[src/rtl/mips_result_serializer.sv]
`default_nettype none
`timescale 1ns/1ps
// ============================================================================
// Module      : mips_result_serializer
// Description : Buffers MIPS execute result bundles (fail flag plus four
//               32-bit read-outs) in a small FIFO and serializes each one as
//               a byte frame over a valid/ready handshake.
//               OK frame   : HDR_OK,   seq, d1[31:24] ... d4[7:0]  (18 bytes)
//               Fail frame : HDR_FAIL, seq                         (2 bytes)
// Ports       : clk, rst (async, active-high)
//               in_valid/in_fail/in_data_1..4 : result bundle strobe + payload
//               tx_valid/tx_ready/tx_data/tx_last : byte stream handshake
//               busy     : frame in progress or FIFO non-empty
//               overflow : sticky, a bundle was dropped on a full FIFO
//               drop_cnt : dropped bundle count, saturating at 255
// Revision    : 1.0 - initial release
// ============================================================================
module mips_result_serializer #(
   parameter int          FIFO_DEPTH = 4,
   parameter logic [7:0]  HDR_OK     = 8'hA5,
   parameter logic [7:0]  HDR_FAIL   = 8'hEE
) (
   input  logic        clk,
   input  logic        rst,
   input  logic        in_valid,
   input  logic        in_fail,
   input  logic [31:0] in_data_1,
   input  logic [31:0] in_data_2,
   input  logic [31:0] in_data_3,
   input  logic [31:0] in_data_4,
   output logic        tx_valid,
   input  logic        tx_ready,
   output logic [7:0]  tx_data,
   output logic        tx_last,
   output logic        busy,
   output logic        overflow,
   output logic [7:0]  drop_cnt
);

   localparam int c_PTR_W = $clog2(FIFO_DEPTH);
   localparam int c_CNT_W = c_PTR_W + 1;

   typedef enum logic [1:0] {
      S_IDLE = 2'd0,
      S_HDR  = 2'd1,
      S_SEQ  = 2'd2,
      S_BODY = 2'd3
   } state_t;

   state_t               r_state;
   state_t               w_state_nxt;

   logic [128:0]         r_mem [FIFO_DEPTH];
   logic [c_PTR_W-1:0]   r_wr_ptr;
   logic [c_PTR_W-1:0]   r_rd_ptr;
   logic [c_CNT_W-1:0]   r_count;

   logic [127:0]         r_shift;
   logic                 r_fail;
   logic [7:0]           r_seq;
   logic [3:0]           r_cnt;
   logic                 r_overflow;
   logic [7:0]           r_drop_cnt;

   logic                 w_pop;
   logic                 w_full;
   logic                 w_push;
   logic                 w_drop;
   logic                 w_tx_valid;
   logic [7:0]           w_tx_data;
   logic                 w_tx_last;
   logic                 w_accept;
   logic                 w_frame_done;

   // The FSM only pops from IDLE, which is what guarantees one bubble cycle
   // between consecutive frames.
   assign w_pop        = (r_state == S_IDLE) && (r_count != '0);
   // A pop in the same cycle frees a slot, so a full FIFO can still accept.
   assign w_full       = (r_count == c_CNT_W'(FIFO_DEPTH)) && !w_pop;
   assign w_push       = in_valid && !w_full;
   assign w_drop       = in_valid && w_full;
   assign w_accept     = w_tx_valid && tx_ready;
   assign w_frame_done = w_accept && w_tx_last;

   // ---------------------------------------------------------------------
   // FIFO storage (payload only, no reset needed)
   // ---------------------------------------------------------------------
   always_ff @(posedge clk) begin
      if (w_push) begin
         r_mem[r_wr_ptr] <= {in_fail, in_data_1, in_data_2, in_data_3, in_data_4};
      end
   end

   // ---------------------------------------------------------------------
   // FIFO control, drop accounting
   // ---------------------------------------------------------------------
   always_ff @(posedge clk or posedge rst) begin
      if (rst) begin
         r_wr_ptr   <= '0;
         r_rd_ptr   <= '0;
         r_count    <= '0;
         r_overflow <= 1'b0;
         r_drop_cnt <= 8'd0;
      end else begin
         if (w_push) r_wr_ptr <= r_wr_ptr + c_PTR_W'(1);
         if (w_pop)  r_rd_ptr <= r_rd_ptr + c_PTR_W'(1);
         case ({w_push, w_pop})
            2'b10:   r_count <= r_count + c_CNT_W'(1);
            2'b01:   r_count <= r_count - c_CNT_W'(1);
            default: r_count <= r_count;
         endcase
         if (w_drop) begin
            r_overflow <= 1'b1;
            if (r_drop_cnt != 8'hFF) r_drop_cnt <= r_drop_cnt + 8'd1;
         end
      end
   end

   // ---------------------------------------------------------------------
   // FSM state register and frame datapath
   // ---------------------------------------------------------------------
   always_ff @(posedge clk or posedge rst) begin
      if (rst) begin
         r_state <= S_IDLE;
         r_shift <= '0;
         r_fail  <= 1'b0;
         r_seq   <= 8'd0;
         r_cnt   <= 4'd0;
      end else begin
         r_state <= w_state_nxt;
         if (w_pop) begin
            {r_fail, r_shift} <= r_mem[r_rd_ptr];
         end
         if (r_state == S_SEQ && w_accept) begin
            r_cnt <= 4'd15;
         end
         if (r_state == S_BODY && w_accept) begin
            r_shift <= {r_shift[119:0], 8'h00};
            r_cnt   <= r_cnt - 4'd1;
         end
         // seq advances once per completed frame and wraps naturally
         if (w_frame_done) begin
            r_seq <= r_seq + 8'd1;
         end
      end
   end

   // ---------------------------------------------------------------------
   // FSM next state and outputs
   // ---------------------------------------------------------------------
   always_comb begin
      w_state_nxt = r_state;
      w_tx_valid  = 1'b0;
      w_tx_data   = 8'h00;
      w_tx_last   = 1'b0;
      case (r_state)
         S_IDLE: begin
            if (w_pop) w_state_nxt = S_HDR;
         end
         S_HDR: begin
            w_tx_valid = 1'b1;
            w_tx_data  = r_fail ? HDR_FAIL : HDR_OK;
            if (tx_ready) w_state_nxt = S_SEQ;
         end
         S_SEQ: begin
            w_tx_valid = 1'b1;
            w_tx_data  = r_seq;
            w_tx_last  = r_fail;
            if (tx_ready) w_state_nxt = r_fail ? S_IDLE : S_BODY;
         end
         S_BODY: begin
            w_tx_valid = 1'b1;
            w_tx_data  = r_shift[127:120];
            w_tx_last  = (r_cnt == 4'd0);
            if (tx_ready && r_cnt == 4'd0) w_state_nxt = S_IDLE;
         end
         default: w_state_nxt = S_IDLE;
      endcase
   end

   assign tx_valid = w_tx_valid;
   assign tx_data  = w_tx_data;
   assign tx_last  = w_tx_last;
   assign busy     = (r_state != S_IDLE) || (r_count != '0);
   assign overflow = r_overflow;
   assign drop_cnt = r_drop_cnt;

endmodule
`default_nettype wire

[config.mk]
export PLATFORM = sky130hd
export DESIGN_NAME = mips_result_serializer
export DESIGN_NICKNAME = d
export VERILOG_FILES = /design/src/rtl/mips_result_serializer.sv
export SDC_FILE = /design/constraint.sdc
export NUM_CORES = 1
export LEC_CHECK = 0
export ABC_AREA = 1
export BUFFER_PORTS_ARGS = -buffer_cell sky130_fd_sc_hd__buf_4
export CAP_MARGIN = 20
export CORE_ASPECT_RATIO = 0.8
export CORE_MARGIN = 2
export CORE_UTILIZATION = 45
export DETAILED_ROUTE_END_ITERATION = 16
export GPL_ROUTABILITY_DRIVEN = 0
export PLACE_DENSITY = 0.7
export SYNTH_ARGS = -nofsm -noshare
export SYNTH_HDL_FRONTEND = slang
export SYNTH_SLANG_ARGS = --single-unit
export TNS_END_PERCENT = 1
[constraint.sdc]
create_clock -name clk -period 7.8 [get_ports clk]
set_input_delay 1.17 -clock clk [delete_from_list [all_inputs] [get_ports clk]]
set_output_delay 1.17 -clock clk [all_outputs]
set_load 0.02 [all_outputs]
==> After elaboration in Yosys (flattened, before gate mapping) <==
Memory sizes are Yosys's and may differ from the RTL's.
Index checks and enable logic that the tools add are counted.
{ "word_totals": {"mem_bits_rw": 516, "mem_bits_ro": 0, "latch_bits": 0, "elab_cells": 68, "out_inout_bits": 20, "mem_count": 1, "ff_bits": 159, "input_bits": 133} }
{ "classes": {"eq_ne": 11, "n_div": 0, "n_reduce_logical": 22, "n_lt_le_gt_ge": 0, "n_mul": 0, "n_bitwise": 0, "addsub": 7, "shift": 0, "muxes": 17} }
{ "mem_list": {"columns": ["memory", "words", "width", "rd", "rd_ports_with_merged_regs", "write_ports", "line_no", "source"], "rows": [
  ["r_mem", 4, 129, 1, 0, 1, "53", "logic [128:0] r_mem [FIFO_DEPTH];"]
]} }
{ "ops": {"columns": ["operator", "n"], "rows": [
  ["128-bit two-way mux", 2],
  ["8-bit one-hot mux with 3 select lines", 1],
  ["8-bit by 1-bit adder with 8-bit output, second input constant", 2],
  ["2-bit two-way mux", 5],
  ["1-bit logical AND", 9],
  ["4-bit two-way mux", 2],
  ["8-bit != test, second input constant", 1],
  ["2-bit one-hot mux with 4 select lines", 1],
  ["2-bit nonzero test", 4],
  ["7-bit two-way mux", 1],
  ["2-bit equality test, second input constant", 3],
  ["2-bit != test, second input constant", 3],
  ["3-bit one-hot mux with 2 select lines", 1],
  ["2-bit by 1-bit adder with 2-bit output, second input constant", 2],
  ["2-bit by 1-bit equality test with 1-bit output, second input constant", 2],
  ["4-bit logical NOT", 1],
  ["4-bit AND reduction", 1],
  ["4-bit by 1-bit subtractor with 4-bit output, second input constant", 1],
  ["3-bit by 1-bit adder with 3-bit output, second input constant", 1],
  ["3-bit equality test, second input constant", 1],
  ["1-bit two-way mux", 3],
  ["3-bit nonzero test", 1],
  ["3-bit OR reduction", 1],
  ["3-bit by 1-bit subtractor with 3-bit output, second input constant", 1],
  ["other kinds (6)", 7]
]} }

==> Depth between registers and ports, before layout <==
{ "depth": {"depth_word": 8, "ltp_mapped": 10} }

==> Least setup slack after synthesis <==
No wires, ideal clock.
{ "synth_path": {"path_type": "input port to flip-flop", "from": "input in_valid", "to": "memory r_mem[0][0], enable pin", "setup_time_ns": 0.619, "slack_ns": 0.466, "n_path_buf": 0, "t_arrival_ns": 6.714, "cell_stages": 2, "cell_sequence": "o21ai_1 nor2_1"} }
{ "synth_between": {"elab_chain_cells": 3} }
{ "synth_lines": {"columns": ["element", "line_no", "source"], "rows": [
  ["start: declaration", "25", "input logic in_valid,"],
  ["1-bit logical AND", "80", "assign w_push = in_valid && !w_full;"],
  ["1-bit two-way mux", "89", "if (w_push) begin"],
  ["1-bit two-way mux (implied by the code)", "90", "r_mem[r_wr_ptr] <= {in_fail, in_data_1, in_data_2, in_data_3, in_data_4};"],
  ["end: declaration", "53", null]
]} }
No other way between the ends.

==> Worst setup path in the final report <==
{ "layout_path": {"from": "input tx_ready", "to": "register r_shift[109]"} }
{ "layout_between": {"elab_chain_cells": 3, "elab_cells_between_ends": 4, "classes_between": "mux (1); reduce/logical (3)"} }
{ "layout_lines": {"columns": ["element", "line_no", "source"], "rows": [
  ["start: declaration", "32", "input logic tx_ready,"],
  ["1-bit logical AND (*)", "82", "assign w_accept = w_tx_valid && tx_ready;"],
  ["1-bit logical AND (*)", "137", "if (r_state == S_BODY && w_accept) begin"],
  ["128-bit two-way mux / 2-bit nonzero test (equally long branches)", null, null],
  ["end signal: assignment", "132", "{r_fail, r_shift} <= r_mem[r_rd_ptr];"],
  ["end signal: assignment", "138", "r_shift <= {r_shift[119:0], 8'h00};"],
  ["end: declaration", "58", "logic [127:0] r_shift;"]
]} }
Mark *: on every way between the ends. The rest lies on a longest branch, timed or not.
A chain may end at the register's enable or synchronous reset.

==> key figures <==
Run status
  – Status: finished clean

Power and ir drop
  – Max VDD drop: ~0.31 mV
  – Power per Cell Area: between 400 and 500 mW/mm^2
  – P_leak: between 10 and 15 nW

Logic synthesis
  – Synth Area per Inst: 12.1 um^2
  – FFs w/ async S/R, synth: between 20% and 30%
  – Synthesized area: approximately 0.026 mm^2
  – Synthesized Nets: 2,318
  – Post-synth top area share: 58.8%
  – Post-synth EDFFs: a little over 500
  – Leading post-synthesis cells by cell area: edfxtp_1 (59%), dfrtp_1 (15%), nand2_1 (7.0%)
  – Syn. warnings: 0
  – Post-synthesis sequential area ratio: approximately three quarters
  – Flops & latches, synth: 675
  – Area leader, netlist: edfxtp_1
  – Distinct cells, synth: 35
  – Post-Synthesis Cells: 2,176
  – Most used DFF post-synth: edfxtp_1

Drt
  – Detailed Route WL: 59.7 mm
  – DRC: 0
  – Via count: approximately 17,000
  – Vias per inst: roughly 5.4
  – Detailed router's first-iteration violation count: between 1,500 and 2,000
  – WL/cell: between 15 and 20 um
  – Initial DRT Pass Iterations: 5
  – Detail Route Antenna Nets: 0

Floorplanning
  – Die area: 0.0605 mm^2
  – Die X: approximately 270 um
  – Core ar.: ~0.058 mm^2
  – Die Span Y: 220 um
  – Initial Utilization: 45.4%
  – # IOs: 153
  – FP Rows: between 70 and 80

Clock tree
  – CTS buffer count: between 60 and 70
  – Worst skew pair latency: 0.60 ns
  – Cts-stage hold buffer count: 0
  – Post-cts resize count: 0
  – CTS sink cnt: 675
  – Post-CTS setup buffers: 0
  – CTS tree: yes
  – Clock transition at path regs: around 0.06 ns
  – Deepest clock path buffer count: 3
  – Clk root buf: clkbuf_16
  – H-tree depth: 3

Critical path
  – Crit path launch type: input port
  – Crit end category: flop
  – Slowest Stage Delay on Critical Path: ~0.60 ns
  – CP arrival: about 3.9 ns
  – CP top delay family: buffers and inverters
  – Crit Path Max Fanout: 66
  – Crit-path cells: buf_4 -> inv_1 -> nor2_8 -> inv_2 -> nand2_4 -> clkinv_2 -> buf_4 -> nand2_1 -> nand3_1
  – WS Path Type: in -> reg
  – Crit path buf inv count: 5
  – Req. time, crit path: 8.26 ns
  – Slowest cell on crit path: nor2_8
  – Most used cell, CP: buf_4

STA
  – Actual slew at the worst max-slew pin: 1.08 ns
  – Setup Skew: 0.0205 ns
  – Fin crit period: approximately 3.4 ns
  – Setup violators final: 0
  – Fmax: between 0.2 and 0.3 GHz
  – Max-slew headroom: between 20 and 30%
  – Unrepaired setup endpoints after global routing: false
  – Final count of pins violating max slew: 0
  – Crit share post-route: roughly 44%
  – TNS Setup: 0 ns
  – Fin. Hold Viols: 0

Placement
  – Post-DP HPWL: approximately 33 mm
  – Placed cells: ~3,000
  – Port Buf Inserts: between 150 and 200
  – Post-DP Area: 0.0281 mm^2

Layout
  – Design Area, Final: between 0.03 and 0.04 mm^2
  – Share of cells above drive strength 1: between 10% and 20%
  – Most common cell after layout, fill and taps aside: edfxtp_1
  – # fillers: roughly 4,800
  – Most frequent cells in the layout: edfxtp_1 (516), nand2_1 (488), nor2_1 (240), o21ai_0 (240), nand3_1 (166)
  – Area of the multi-input gates: roughly 0.006 mm^2
  – Area growth, synth to finish: 15.0%
  – Nets: 2,430
  – Seq. cell area: about 0.019 mm^2
  – Final std cells w/o fill: 3,113

Global route
  – Initial antenna violation count: 9
  – First-pass GRT wire length: 93.4 mm
  – Vias in the first global route: between 15,000 and 20,000
  – Gr usage total: roughly a fifth
  – Largest net degree at the start of global routing: roughly 110
  – Grt total ovfl: 0

Min path
  – Hold/Removal Path Class: reg -> reg

Job
  – Max-cap viol count: 0
==> routing by layer <==
| metal | wire length (um) | track usage [%] | vias to the layer above |
|---|---|---|---|
| li1 | - | - | 7901 |
| met1 | 25500 | 26.8 | 8433 |
| met2 | 28400 | 32.4 | 492 |
| met3 | 4030 | 4.93 | 114 |
| met4 | 1620 | 6.45 | 12 |
| met5 | 75 | 0 | - |
==> layout make-up <==
cell class / count / area share (%)
clock buffer: 92 / 6.19
inverter: 59 / 0.772
antenna: 3 / 0.0248
sequential: 675 / 64.3
multi-input combinational: 1317 / 20.1
tap: 769 / 3.17
clock inverter: 31 / 1.14
timing repair buffer: 167 / 4.30
==> cells in the mapped netlist, types with 2 or more instances <==
cell type  count
o211ai_1      10
nand2_4        3
nand2_1      488
o221ai_1       9
edfxtp_1     516
clkbuf_1      57
nor3_1         4
buf_2         49
nor2_1       244
dfrtp_1      159
buf_6          6
buf_4          4
o21ai_0      240
nand3_1      166
ha_1           8
o22ai_1      115
clkbuf_2       5
buf_1          4
a21oi_1        3
inv_1         53
xor2_1        11
nand2_2        2
inv_2          6
nand4_1        3
==> power by group <==
part | switching, W | internal (W)
Clock | 0.00132 | 0.00193
Sequential | 0.000481 | 0.00490
Combinational | 0.00251 | 0.00107
Total | 0.00431 | 0.00790
==> worst reg2reg max path: cells and delay by family, from the launching register on <==
| kind | cells | cell delay (ns) |
|---|---|---|
| AOI/OAI and AO/OA | 3 | 0.50 |
| buffers and inverters | 2 | 1.71 |
| DFF | 1 | 0.93 |
| and+or+nand+nor | 1 | 0.11 |
==> flip-flops by register name (all words and copies together) (netlist names) <==
name,cells
overflow,1
r_cnt,4
r_fail,1
r_rd_ptr,2
r_shift,128
r_seq,8
r_wr_ptr,2
r_state,2
r_count,3
r_mem,516
drop_cnt,8
==> path summary, 6_finish.rpt <==
| path | from | to | slack (ns) | cells after the start |
|---|---|---|---|---|
| worst max-delay path | tx_ready | r_shift[109] | 4.36 | 9 |
| min in group asynchronous | rst | r_shift[71] | 0.73 | 2 |
| worst max register to register | r_rd_ptr[1] | r_fail | 4.40 | 6 |
| max in group asynchronous | rst | r_shift[0] | 5.60 | 3 |
| worst min register to register | overflow | overflow | 0.48 | 2 |
| worst min-delay path | overflow | overflow | 0.48 | 2 |
==> logic make-up after synthesis <==
| kind of cell | share of synthesized area, % |
|---|---|
| AND/OR/NAND/NOR | 14.1 |
| buffers and inverters | 3.11 |
| flip-flops | 73.9 |
| adder cells (fa/ha/maj) | 0.456 |
| XOR/XNOR | 0.399 |
| AO/OA/AOI/OAI | 8.08 |
==> stage by stage <==
stage	total power [W]	util [%]	setup WS, ns	hold WS (ns)
final	0.0122	52.2	4.36	0.482
after global routing	0.0130	52.2	4.13	0.514
after CTS	0.0123	52.2	4.36	0.488
after detailed placement	0.00904	48.4	3.76	0.467
after global placement	0.00890	48.4	3.83	0.453
after floorplan	0.00800	-	0.466	0.449
No activity file was read; power rests on OpenSTA's default activity.
